--- src/rtl/uart_transmitter_pkg.sv ---
// Shared UART definitions: FSM state encoding and default frame geometry,
// common to the transmitter and receiver.
package uart_transmitter_pkg;

    localparam logic [2:0] StIdle   = 3'd0;
    localparam logic [2:0] StStart  = 3'd1;
    localparam logic [2:0] StData   = 3'd2;
    localparam logic [2:0] StParity = 3'd3;
    localparam logic [2:0] StStop   = 3'd4;

    localparam int unsigned DEFAULT_WORD_BITS    = 8;
    localparam int unsigned DEFAULT_SAMPLE_TICKS = 16;

endpackage

--- src/rtl/uart_transmitter.sv ---
// UART transmitter: start bit, LSB-first data, optional parity, stop period,
// paced by the shared oversampling tick baud_i.
module uart_transmitter
    import uart_transmitter_pkg::*;
#(
    parameter int unsigned WORD_BITS    = DEFAULT_WORD_BITS,
    parameter int unsigned SAMPLE_TICKS = DEFAULT_SAMPLE_TICKS,
    parameter int unsigned STOP_TICKS   = 16,
    parameter int unsigned PARITY_EN    = 0,
    parameter int unsigned PARITY_ODD   = 0
) (
    input  logic                 clk_i,
    input  logic                 reset_i,
    input  logic                 start_i,
    input  logic [WORD_BITS-1:0] data_i,
    input  logic                 baud_i,
    output logic                 tx_o,
    output logic                 busy_o,
    output logic                 done_o
);

    localparam int unsigned TickW = (STOP_TICKS > 1) ? $clog2(STOP_TICKS) : 1;
    localparam int unsigned BitW  = (WORD_BITS > 1) ? $clog2(WORD_BITS) : 1;

    localparam logic [TickW-1:0] SampleLast = TickW'(SAMPLE_TICKS - 1);
    localparam logic [TickW-1:0] StopLast   = TickW'(STOP_TICKS - 1);
    localparam logic [BitW-1:0]  WordLast   = BitW'(WORD_BITS - 1);

    function automatic logic calc_parity(input logic [WORD_BITS-1:0] word);
        return (^word) ^ (PARITY_ODD != 0);
    endfunction

    logic [2:0]           state_q, state_d;
    logic [TickW-1:0]     tick_q, tick_d;
    logic [BitW-1:0]      bit_q, bit_d;
    logic [WORD_BITS-1:0] shift_q, shift_d;
    logic                 par_q, par_d;
    logic                 tx_q, tx_d;
    logic                 busy_q, busy_d;
    logic                 done_q, done_d;

    // tx_d is the line level for the state being entered, so tx_o is registered
    // yet changes in the same cycle as the state.
    always_comb begin
        state_d = state_q;
        tick_d  = tick_q;
        bit_d   = bit_q;
        shift_d = shift_q;
        par_d   = par_q;
        tx_d    = tx_q;
        done_d  = 1'b0;

        case (state_q)
            StIdle: begin
                tx_d = 1'b1;
                if (start_i) begin
                    shift_d = data_i;
                    par_d   = calc_parity(data_i);
                    tick_d  = '0;
                    state_d = StStart;
                    tx_d    = 1'b0;
                end
            end
            StStart: begin
                if (baud_i) begin
                    if (tick_q == SampleLast) begin
                        tick_d  = '0;
                        bit_d   = '0;
                        state_d = StData;
                        tx_d    = shift_q[0];
                    end else begin
                        tick_d = tick_q + 1'b1;
                    end
                end
            end
            StData: begin
                if (baud_i) begin
                    if (tick_q == SampleLast) begin
                        tick_d  = '0;
                        shift_d = shift_q >> 1;
                        if (bit_q == WordLast) begin
                            if (PARITY_EN != 0) begin
                                state_d = StParity;
                                tx_d    = par_q;
                            end else begin
                                state_d = StStop;
                                tx_d    = 1'b1;
                            end
                        end else begin
                            bit_d = bit_q + 1'b1;
                            tx_d  = shift_d[0];
                        end
                    end else begin
                        tick_d = tick_q + 1'b1;
                    end
                end
            end
            StParity: begin
                if (baud_i) begin
                    if (tick_q == SampleLast) begin
                        tick_d  = '0;
                        state_d = StStop;
                        tx_d    = 1'b1;
                    end else begin
                        tick_d = tick_q + 1'b1;
                    end
                end
            end
            StStop: begin
                if (baud_i) begin
                    if (tick_q == StopLast) begin
                        tick_d  = '0;
                        state_d = StIdle;
                        done_d  = 1'b1;
                    end else begin
                        tick_d = tick_q + 1'b1;
                    end
                end
            end
            default: begin
                state_d = StIdle;
                tx_d    = 1'b1;
            end
        endcase

        busy_d = (state_d != StIdle);
    end

    always_ff @(posedge clk_i) begin
        if (!reset_i) begin
            state_q <= StIdle;
            tick_q  <= '0;
            bit_q   <= '0;
            shift_q <= '0;
            par_q   <= 1'b0;
            tx_q    <= 1'b1;
            busy_q  <= 1'b0;
            done_q  <= 1'b0;
        end else begin
            state_q <= state_d;
            tick_q  <= tick_d;
            bit_q   <= bit_d;
            shift_q <= shift_d;
            par_q   <= par_d;
            tx_q    <= tx_d;
            busy_q  <= busy_d;
            done_q  <= done_d;
        end
    end

    assign tx_o   = tx_q;
    assign busy_o = busy_q;
    assign done_o = done_q;

endmodule

--- config.mk ---
export PLATFORM = sky130hd
export DESIGN_NAME = uart_transmitter
export DESIGN_NICKNAME = d
export VERILOG_FILES = /design/src/rtl/uart_transmitter_pkg.sv /design/src/rtl/uart_transmitter.sv
export SDC_FILE = /design/constraint.sdc
export NUM_CORES = 1
export LEC_CHECK = 0
export ABC_AREA = 1
export BUFFER_PORTS_ARGS = -buffer_cell sky130_fd_sc_hd__buf_2
export CAP_MARGIN = 10
export CORE_ASPECT_RATIO = 1.1
export CORE_MARGIN = 2
export CORE_UTILIZATION = 56
export CTS_CLUSTER_DIAMETER = 60
export CTS_CLUSTER_SIZE = 20
export DETAILED_ROUTE_END_ITERATION = 12
export PLACE_DENSITY = 0.8
export SYNTH_ARGS = -nofsm -noshare
export SYNTH_HDL_FRONTEND = slang
export SYNTH_SLANG_ARGS = --single-unit
--- constraint.sdc ---
create_clock -name clk_i -period 3.3 [get_ports clk_i]
set_clock_uncertainty 0.1 [all_clocks]
set_input_delay 0.66 -clock clk_i [delete_from_list [all_inputs] [get_ports clk_i]]
set_output_delay 0.66 -clock clk_i [all_outputs]
set_load 0.05 [all_outputs]
**Yosys cells after proc, flatten, opt, wreduce, memory -nomap -nowiden**

Index checks and enable logic that the tools add are counted.

- Bits in registers: 21
- Output and inout bits: 3

- Add/sub/neg operators: 2
- Muxes and demuxes: 35
- Eq/ne operators: 15
- Reductions and logical operators: 11
- Bitwise operators: 1

Operator list:

| kind | number |
|---|---|
| 3-bit 2-to-1 mux | 15 |
| 8-bit 2-to-1 mux | 3 |
| 2-bit inequality test, second input constant | 8 |
| 8-bit one-hot mux with 2 select lines | 1 |
| 3-bit one-hot mux with 5 select lines | 1 |
| 4-bit 2-to-1 mux | 3 |
| 1-bit 2-to-1 mux | 9 |
| 4-bit one-hot mux with 2 select lines | 1 |
| 7-bit AND reduction | 1 |
| 3-bit by 2-bit equality test with 1-bit output, second input constant | 2 |
| 3-bit equality test, second input constant | 2 |
| 3-bit one-hot mux with 2 select lines | 1 |
| 3-bit AND reduction | 2 |
| 6-bit AND reduction | 1 |
| 2-bit nonzero test | 3 |
| 1-bit one-hot mux with 5 select lines | 1 |
| 4-bit by 1-bit adder with 4-bit output, second input constant | 1 |
| 4-bit equality test, second input constant | 1 |
| 4-bit AND reduction | 1 |
| 4-bit OR reduction | 1 |
| 3-bit by 1-bit adder with 3-bit output, second input constant | 1 |
| 3-bit by 1-bit equality test with 1-bit output, second input constant | 1 |
| 3-bit zero test | 1 |
| 3-bit nonzero test | 1 |
| other kinds (2) | 2 |

**Logic depth before layout (Yosys ltp)**

Gate-level depths: netlist of the first run.

- Depth in word-level cells: 6
- Depth in mapped cells: 9

**Least setup slack after synthesis of the first run**

No wires, ideal clock.

- Path kind: input -> register
- Start point: in baud_i
- End point: reg bit_q[0]
- Cell stages on the path: 5
- Slack: 1.853 ns
- Data required time: 3.081 ns
- Path buffers: 0
- Setup time: 0.119 ns
- Data arrival time: 1.228 ns
- Cells stage by stage: inv_1 nor2_4 nand3_1 o21ai_0 a21oi_1

- Cells in the longest elaborated chain, start to end: 2
- Elaborated cells between the ends (all ways): 3
- Those cells by class: eq/ne (2); reduce/logical (1)

RTL lines:

| what | RTL line | text |
|---|---|---|
| start: declaration | uart_transmitter.sv:16 | `input logic baud_i,` |
| 2-bit inequality test (no line) | - |  |
| 6-bit AND reduction (no line) (*) | - |  |
| end signal: assignment | uart_transmitter.sv:142 | `bit_q <= bit_d;` |
| end: declaration | uart_transmitter.sv:35 | `logic [BitW-1:0] bit_q, bit_d;` |

Every way passes the cells marked *; elsewhere a longest branch is shown, timed or not.
A chain may end at the register's enable or synchronous reset.

**Final worst setup path of the first run**

- Start point: reg state_q[2]
- End point: reg tx_q, in the netlist tx_o

- Cells in the longest elaborated chain, start to end: 3
- Elaborated cells between the ends (all ways): 14
- Those cells by class: eq/ne (10); mux (1); bitwise (1); reduce/logical (2)

RTL lines:

| what | RTL line | text |
|---|---|---|
| start: declaration | uart_transmitter.sv:33 | `logic [2:0] state_q, state_d;` |
| start signal: assignment | uart_transmitter.sv:131 | `state_q <= StIdle;` |
| start signal: assignment | uart_transmitter.sv:140 | `state_q <= state_d;` |
| 3-bit by 2-bit equality test with 1-bit output (tied with other cells) | uart_transmitter.sv:53 | `case (state_q)` |
| 2-bit inequality test (no line) or 1-bit NOT (tied branches) | - |  |
| 7-bit AND reduction (no line) | - |  |
| end signal: assignment | uart_transmitter.sv:145 | `tx_q <= tx_d;` |
| end: declaration | uart_transmitter.sv:38 | `logic tx_q, tx_d;` |

Several ways; a longest one is shown, not always the timed one.

==> results of run 1 <==
-- cell usage after synthesis --
cell	n	share of area, %
inv_4	1	0.54
or2_2	1	0.54
dfxtp_1	21	37
inv_1	15	4.9
nor2_4	2	2.0
a21oi_1	7	3.0
nand3_1	12	5.2
nor2_2	3	1.6
clkinv_2	1	0.43
nand2_1	47	15
nand2_2	4	2.2
buf_4	1	0.65
buf_2	2	0.87
o211ai_1	1	0.65
ha_1	3	3.3
nor3_1	1	0.43
nor2_1	28	9.1
nand3_2	1	0.87
nand4_1	6	3.3
o21ai_0	14	6.1
o21ai_4	1	1.4
inv_2	1	0.33
xor2_1	1	0.76
-- through the flow --
stage,power (mW),hold WS [ps],utilization [%],cells
4_1_cts,0.4899,374.7,63.95,217
5_1_grt,0.5102,413.4,63.95,217
6_report,0.4860,371.9,63.95,217
3_5_place_dp,0.3689,356.9,62.62,213
3_3_place_gp,0.3659,353.2,62.62,213
2_1_floorplan,0.3462,339.3,-,174
-- final timing paths --
check	cells after the start	slack (ps)	startpoint	endpoint
hold / removal	2	370	shift_q[7]	shift_q[7]
setup / recovery	7	1610	state_q[2]	tx_o
setup reg to reg	7	1610	state_q[2]	tx_o
hold reg to reg	2	370	shift_q[7]	shift_q[7]
-- cell families after synthesis --
| logic type | share of synthesized area (%) |
|---|---|
| DFF | 36.52 |
| xor gates and xnor gates | 0.7610 |
| AOI/OAI and AO/OA | 11.20 |
| buffers and inverters | 7.717 |
| adders and majority gates | 3.261 |
| and+or+nand+nor | 40.54 |
-- cell usage in the layout, fill, tap and decap left out --
cell      count
o211ai_1      1
nand3_1      12
nor2_1       28
clkbuf_4      3
nand4_1       6
clkinv_2      1
nor3_1        1
o21ai_0      14
clkbuf_1      1
nor2_2        3
nand2_1      47
nor2_4        2
inv_2         1
xor2_1        1
a21oi_1       7
dfxtp_1      21
inv_4         1
inv_1        15
nand2_2       4
buf_2        14
ha_1          3
or2_2         1
o21ai_4       1
nand3_2       1
-- cell type report --
type | instances | area, sq um
Fill cell | 205 | 713.2
Multi-Input combinational cell | 132 | 641.9
Sequential cell | 21 | 420.4
Inverter | 18 | 71.32
Timing Repair Buffer | 14 | 70.07
Tap cell | 28 | 35.03
Clock buffer | 4 | 26.28
-- power by group through the flow --
stage                     registers [mW]  logic (mW)  clock network (mW)
after floorplan                    0.292      0.0547                   0
final                              0.280      0.0828               0.123
after global routing               0.282      0.0943               0.134
after CTS                          0.280      0.0837               0.126
after global placement             0.285      0.0811                   0
after detailed placement           0.286      0.0832                   0
-- worst max-delay path, delay by kind of cell, from the launching register on --
kind / cells / cell delay (ps)
DFF: 1 / 370
and+or+nand+nor: 4 / 510
buffers and inverters: 2 / 490
AOI/OAI and AO/OA: 1 / 170
-- per-layer routing --
layer,vias to the layer above,wire [um],part of all wire (%)
li1,589,-,-
met1,494,1027,44
met2,17,1209,52
met3,4,47,2.0
met4,0,25,1.1
met5,-,0,0
-- flip-flops by register name, summed over array words and instances (netlist names) --
| register | cells |
|---|---|
| tx_o | 1 |
| shift_q | 8 |
| bit_q | 3 |
| state_q | 3 |
| done_o | 1 |
| busy_o | 1 |
| tick_q | 4 |
==> results.tsv, run 1 <==
metric	value	unit
Startpoint Class	flop	
Net Sw Power	140.1	uW
final worst-path cycle share	51.22	%
final worst path period need	1690	ps
met2 global-route usage	37.61	%
port bufs	14	
Global Route met3 Usage	3.125	%
Starting Density	58.19	%
first-pass GRT wire length	3898	um
Pins Over Slew Limit	0	
GP Congestion	0.7739	
Seq pwr share	57.6	%
Yosys warning count	0	
HP Class	flop to flop	
IR drop worst, VDD	0.2855	mV
average wire per standard cell	10.64	um
Die Area	2435	sq um
Netlist cell types	23	
final hold violation count	0	
Total GRT Usage	22.07	%
post-CTS setup buffers	0	
pre-CTS setup slack	1556	ps
Die W	47.23	um
post-synthesis instance total	174	
sequential share of the synthesized area	36.52	%
cell area after placement	1239	sq um
maximum buffer depth of the clock tree	2	
actual slew at the worst max-slew pin	324.5	ps
post-DP HPWL	1801	um
Core Region	1978	sq um
Post-CTS Hold Fix Bufs	0	
latest clock arrival within the worst-skew pair	300	ps
Final TNS setup	0	ps
final WL	2309	um
slowest stage delay, CP	370	ps
Leak Pwr	0.6162	nW
Rows	17	
Post-Syn Nets	189	
status	finished, final reports clean	
maxcap violations	0	
crit path kind	flop to flop	
Non-Filler Cell Area, Final	1265	sq um
TritonCTS clock tree	built	
Worst Path Required	3460	ps
Antenna Cells	0	
H-tree depth	1	
number of global-route vias before repair	982	
DR vias/cell	5.088	
Overflow after GRT	0	
Initial DRC Count	16	
Post-Syn Area	1151	sq um
Crit Path Max Fanout	14	
drt first pass iters	4	
via count	1104	
clk slew on worst S/H paths	110	ps
clock sinks	21	
layout cells sized above 1	16.93	%
Clock Tree Root	clkbuf_4	
switching share of total power	28.83	%
CTS buffer count	3	
Max Freq	591.6	MHz
CP endpoint kind	flop	
relative slew slack	78.34	%
CP Data Arrival Time	1850	ps
mean post-synth cell area	6.616	sq um
IO Count	15	
Most Used Layer, Global Route	met2	
PnR worst setup slack	1610	ps
nets	205	
Pwr per Cell Area	384.2	nW/um^2
Clock power frac	25.3	%
final setup violation count	0	
Slowest-stage cell, CP	dfxtp_1	
largest net degree at the start of global routing	16	
Die Span Y	51.55	um
Layout area overhead	9.891	%
crit-path cells	inv_2 -> nand3_2 -> inv_1 -> o21ai_0 -> nand4_1 -> nand2_1 -> nand3_1	
combinational share of power	17.0	%
initial antenna violation count	0	
GR Layer Usage met1	27.07	%
# resized after CTS	0	
Antenna Nets Post-Route	0	
# DRC	0	
unrepaired setup endpoints after global routing	no	
register bit total from synthesis	21	
Pint	345.9	uW
Note: power is estimated with default switching activity, not from simulation.
==> run 2, diff against run 1 <==
Settings changed: CORE_UTILIZATION 56 to 55, PLACE_DENSITY 0.8 to 0.78.
Clock period 3.3 ns to 1.8 ns, I/O delays scaled along.
==> run 2 against run 1 <==
Compared with the run above:
- hold slack got worse by 140 ps
- first-iteration DRC count rose by 38%
- setup slack got worse by 1400 ps
- final cell count rose by 0.46%
- non-clock buffer count rose by 1
- routed wire length rose by 4.2%
- design area rose by 0.69%
- critical path type unchanged
- sequential power rose by 83%
- sequential share of layout area fell by 0.13 points
- core utilization fell by 0.24 points
- power rose by 85%
==> results.tsv, run 2 (synthesis results as in run 1) <==
metric	value	unit
status	finished, final reports clean	
H-tree depth	1	
final worst-path cycle share	90.53	%
Worst Path Required	1900	ps
Startpoint Class	flop	
crit-path cells	ha_1 -> nand2_1 -> nor2_1 -> nand2_1 -> nand3_1 -> o21ai_0 -> nor2_1 -> a21oi_1	
Max Freq	613.7	MHz
final worst path period need	1630	ps
Antenna Nets Post-Route	0	
nets	206	
Core Region	1999	sq um
largest net degree at the start of global routing	16	
via count	1127	
crit path kind	flop to flop	
Die Span Y	51.98	um
CP Data Arrival Time	1730	ps
first-pass GRT wire length	3870	um
Crit Path Max Fanout	4	
DR vias/cell	5.170	
Initial DRC Count	22	
relative slew slack	79.37	%
# DRC	0	
CP endpoint kind	flop	
clk slew on worst S/H paths	120	ps
maxcap violations	0	
Bufs and invs on worst path	0	
Die Area	2475	sq um
Overflow after GRT	0	
Non-Filler Cell Area, Final	1274	sq um
Slowest-stage cell, CP	dfxtp_1	
area used by multi-input combinational logic	641.9	sq um
average wire per standard cell	11.04	um
Total GRT Usage	22.00	%
Post-CTS Hold Fix Bufs	0	
Register Area	421.7	sq um
actual slew at the worst max-slew pin	309.1	ps
Die W	47.62	um
IO Count	15	
commonest non-fill, non-tap cells in the layout	47 x nand2_1, 28 x nor2_1, 20 x dfxtp_1, 15 x inv_1	
Layout area overhead	10.65	%
max FFs per register	8	
CTS buffer count	3	
maximum buffer depth of the clock tree	2	
Pwr per Cell Area	704.4	nW/um^2
slowest stage delay, CP	390	ps
IR drop worst, VDD	0.5268	mV
most common cell after layout, fill and taps aside	nand2_1	
Antenna Cells	0	
largest reg by FF count	shift_q	
GP Congestion	0.8122	
final WL	2406	um
port bufs	14	
Pins Over Slew Limit	0	
final setup violation count	0	
HP Class	primary input to flop	
final hold violation count	0	
latest clock arrival within the worst-skew pair	300	ps
cell area after placement	1246	sq um
layout cells sized above 1	17.89	%
fillcell total	209	
Largest regs	shift_q (8), tick_q (4)	
number of global-route vias before repair	923	
Rows	17	
Starting Density	57.57	%
drt first pass iters	4	
Fin Hold WS	235.4	ps
CP delay by family, top	simple AND/OR/NAND/NOR gates	
clock sinks	21	
initial antenna violation count	0	
post-DP HPWL	1849	um
Clock Tree Root	clkbuf_4	
TritonCTS clock tree	built	
Leak Pwr	0.6207	nW
run 2: cell types whose count changed in the layout (fill, tap and decap cells not counted):
cell	before	now
dfxtp_1	21	20
dfxtp_2	0	1
buf_4	0	1
run 2: through the flow:
| step | instances | setup TNS [ps] | power, mW | utilization (%) | setup slack (ps) |
|---|---|---|---|---|---|
| 6_report | 218 | 0 | 0.8972 | 63.70 | 170.5 |
| 3_5_place_dp | 214 | 0 | 0.6783 | 62.33 | 188.6 |
| 4_1_cts | 218 | 0 | 0.9007 | 63.64 | 174.3 |
| 3_3_place_gp | 214 | 0 | 0.6715 | 62.33 | 249.6 |
| 2_1_floorplan | 174 | 0 | 0.6348 | - | 354.7 |
| 5_1_grt | 218 | -1.730 | 0.9429 | 63.70 | -1.730 |
run 2: what timing repair did:
action	in CTS	in global routing
gates resized for setup	0	1
buffers inserted	0	0
setup endpoints to repair	0	1
run 2: layout make-up:
type	count	area share (%)
clock buffer	4	2.063
inverter	18	5.599
multi-input combinational	132	50.39
sequential	21	33.10
tap	28	2.750
timing repair buffer	15	6.090
run 2: report_power, final:
group,internal [mW],leakage (nW),switching [mW]
combinational,0.0551,0.433,0.101
sequential,0.493,0.173,0.0191
clock,0.0864,0.0150,0.142
total,0.635,0.621,0.262
run 2: per-layer routing:
metal / up-vias / track usage (%) / wire length, um
li1: 591 / - / -
met4: 0 / 5.405 / 23
met3: 2 / 4.167 / 52
met2: 15 / 38.51 / 1269
met1: 519 / 26.90 / 1061
met5: - / 0 / 0
run 2: worst paths after layout:
kind | from | slack (ps) | end | cells after the start
setup / recovery | tick_q[1] | 170 | busy_o | 8
hold / removal | data_i[7] | 240 | shift_q[7] | 3
setup reg to reg | tick_q[1] | 170 | busy_o | 8
hold reg to reg | shift_q[7] | 370 | shift_q[7] | 2
run 2: worst register-to-register path: stages, from the launching register on:
cell     delay, ps
dfxtp_1        390
ha_1           220
nand2_1         70
nor2_1         190
nand2_1        150
nand3_1         90
o21ai_0        120
nor2_1         130
a21oi_1         70
==> run 3, diff against run 2 <==
Settings changed: SETUP_SLACK_MARGIN set to 0.4.
==> run 3 against run 2 <==
Compared with the run above:
- sequential power hardly changed
- design area is 19% higher
- critical endpoint is now shift_q[6]
- non-clock buffer count is 14 higher
- sequential share of layout area is 4.3 points lower
- critical path type unchanged
- final cell count is 6.9% higher
==> results.tsv, run 3 (synthesis results as in run 1) <==
metric	value	unit
status	finished, final reports clean	
max FFs per register	8	
most common cell after layout, fill and taps aside	nand2_1	
Layout area overhead	31.52	%
Fin Hold WS	226.1	ps
final WL	2950	um
via count	1238	
latest clock arrival within the worst-skew pair	300	ps
actual slew at the worst max-slew pin	261.2	ps
Die Area	2475	sq um
GP Congestion	0.8584	
CTS buffer count	3	
Register Area	435.4	sq um
maxcap violations	0	
largest reg by FF count	shift_q	
first-pass GRT wire length	4395	um
final setup violation count	0	
TritonCTS clock tree	built	
area used by multi-input combinational logic	734.5	sq um
Die Span Y	51.98	um
number of global-route vias before repair	1044	
GR Layer Usage met1	31.24	%
Leak Pwr	0.7032	nW
largest net degree at the start of global routing	16	
clock sinks	21	
Antenna Nets Post-Route	0	
Pins Over Slew Limit	0	
commonest non-fill, non-tap cells in the layout	43 x nand2_1, 26 x nor2_1, 15 x dfxtp_1, 14 x buf_4, 13 x buf_2	
fillcell total	165	
unrepaired setup endpoints after global routing	yes	
average wire per standard cell	12.66	um
layout cells sized above 1	33.17	%
IR drop worst, VDD	0.5695	mV
nets	221	
Core Region	1999	sq um
port bufs	14	
Initial DRC Count	26	
hold_sp	data_i[7]	
clk slew on worst S/H paths	110	ps
post-DP HPWL	1758	um
final hold violation count	0	
final worst path period need	1449	ps
Largest regs	shift_q (8), tick_q (4)	
Reg-to-Reg Start	state_q[2]	
Pwr per Cell Area	616.4	nW/um^2
Antenna Cells	0	
relative slew slack	82.57	%
met2 global-route usage	40.54	%
Worst Path Required	1910	ps
Clock Tree Root	clkbuf_4	
crit path kind	flop to flop	
CP Data Arrival Time	1560	ps
Max Freq	690.3	MHz
Rows	17	
Starting Density	57.57	%
Global Route met3 Usage	3.125	%
Overflow after GRT	0	
DR vias/cell	5.313	
H-tree depth	1	
final worst-path cycle share	80.48	%
Startpoint Class	flop	
Post-CTS Hold Fix Bufs	0	
# DRC	0	
drt first pass iters	4	
Die W	47.62	um
maximum buffer depth of the clock tree	2	
CP endpoint kind	flop	
HP Class	primary input to flop	
Worst Setup SP	state_q[2]	
Most Used Layer, Global Route	met2	
Total GRT Usage	24.41	%
initial antenna violation count	0	
IO Count	15	
Final TNS setup	0	ps
Crit Path Max Fanout	8	
==> run 3: cell type report <==
cell class                      instances  area share, %
Multi-Input combinational cell        132          48.51
Sequential cell                        21          28.76
Timing Repair Buffer                   29          13.06
Tap cell                               28          2.314
Inverter                               18          5.289
Clock buffer                            4          1.736
Timing Repair inverter                  1         0.3306
==> run 3: layer usage <==
| layer | vias to the layer above | share of wire [%] | wire length, um |
|---|---|---|---|
| met3 | 11 | 3.6 | 105 |
| met1 | 563 | 41 | 1214 |
| met2 | 40 | 52 | 1530 |
| met4 | 0 | 3.4 | 100 |
| met5 | - | 0 | 0 |
| li1 | 624 | - | - |
==> run 3: final timing paths <==
| check | to | slack (ps) | depth (start not counted) |
|---|---|---|---|
| min | shift_q[7] | 230 | 3 |
| max | shift_q[6] | 350 | 8 |
| min reg2reg | bit_q[1] | 380 | 2 |
| max reg2reg | shift_q[6] | 350 | 8 |
==> run 3: what timing repair did <==
action / in CTS / in global routing
cloned: 0 / 1
buffers inserted: 7 / 7
resized for setup: 14 / 21
pin swaps: 6 / 11
setup endpoints to repair: 20 / 21
==> run 3: power breakdown <==
part           total [mW]  leakage [nW]  internal, mW  switching [mW]
clock               0.225        0.0150        0.0866           0.139
combinational       0.195         0.512        0.0772           0.118
sequential          0.513         0.176         0.491          0.0224
==> run 3: critical path: stages (launching register included) <==
cell and delay [ps]:
dfxtp_4 390, inv_6 90, nand3_4 140, nor2_2 160, nor2_2 60, nor2_4 180, inv_4 80, nor2_1 100
nor2_1 50
==> run 3: per-stage QoR <==
step	setup slack (ps)	power (mW)	instance area [sq um]	util [%]	std cells
after global placement	265.7	0.6743	1257	62.89	214
final	351.3	0.9333	1514	75.72	233
after global routing	272.2	0.9873	1514	75.72	233
after CTS	371.8	0.9171	1385	69.27	225
after floorplan	410.3	0.6370	1162	-	174
after detailed placement	250.9	0.6779	1257	62.89	214
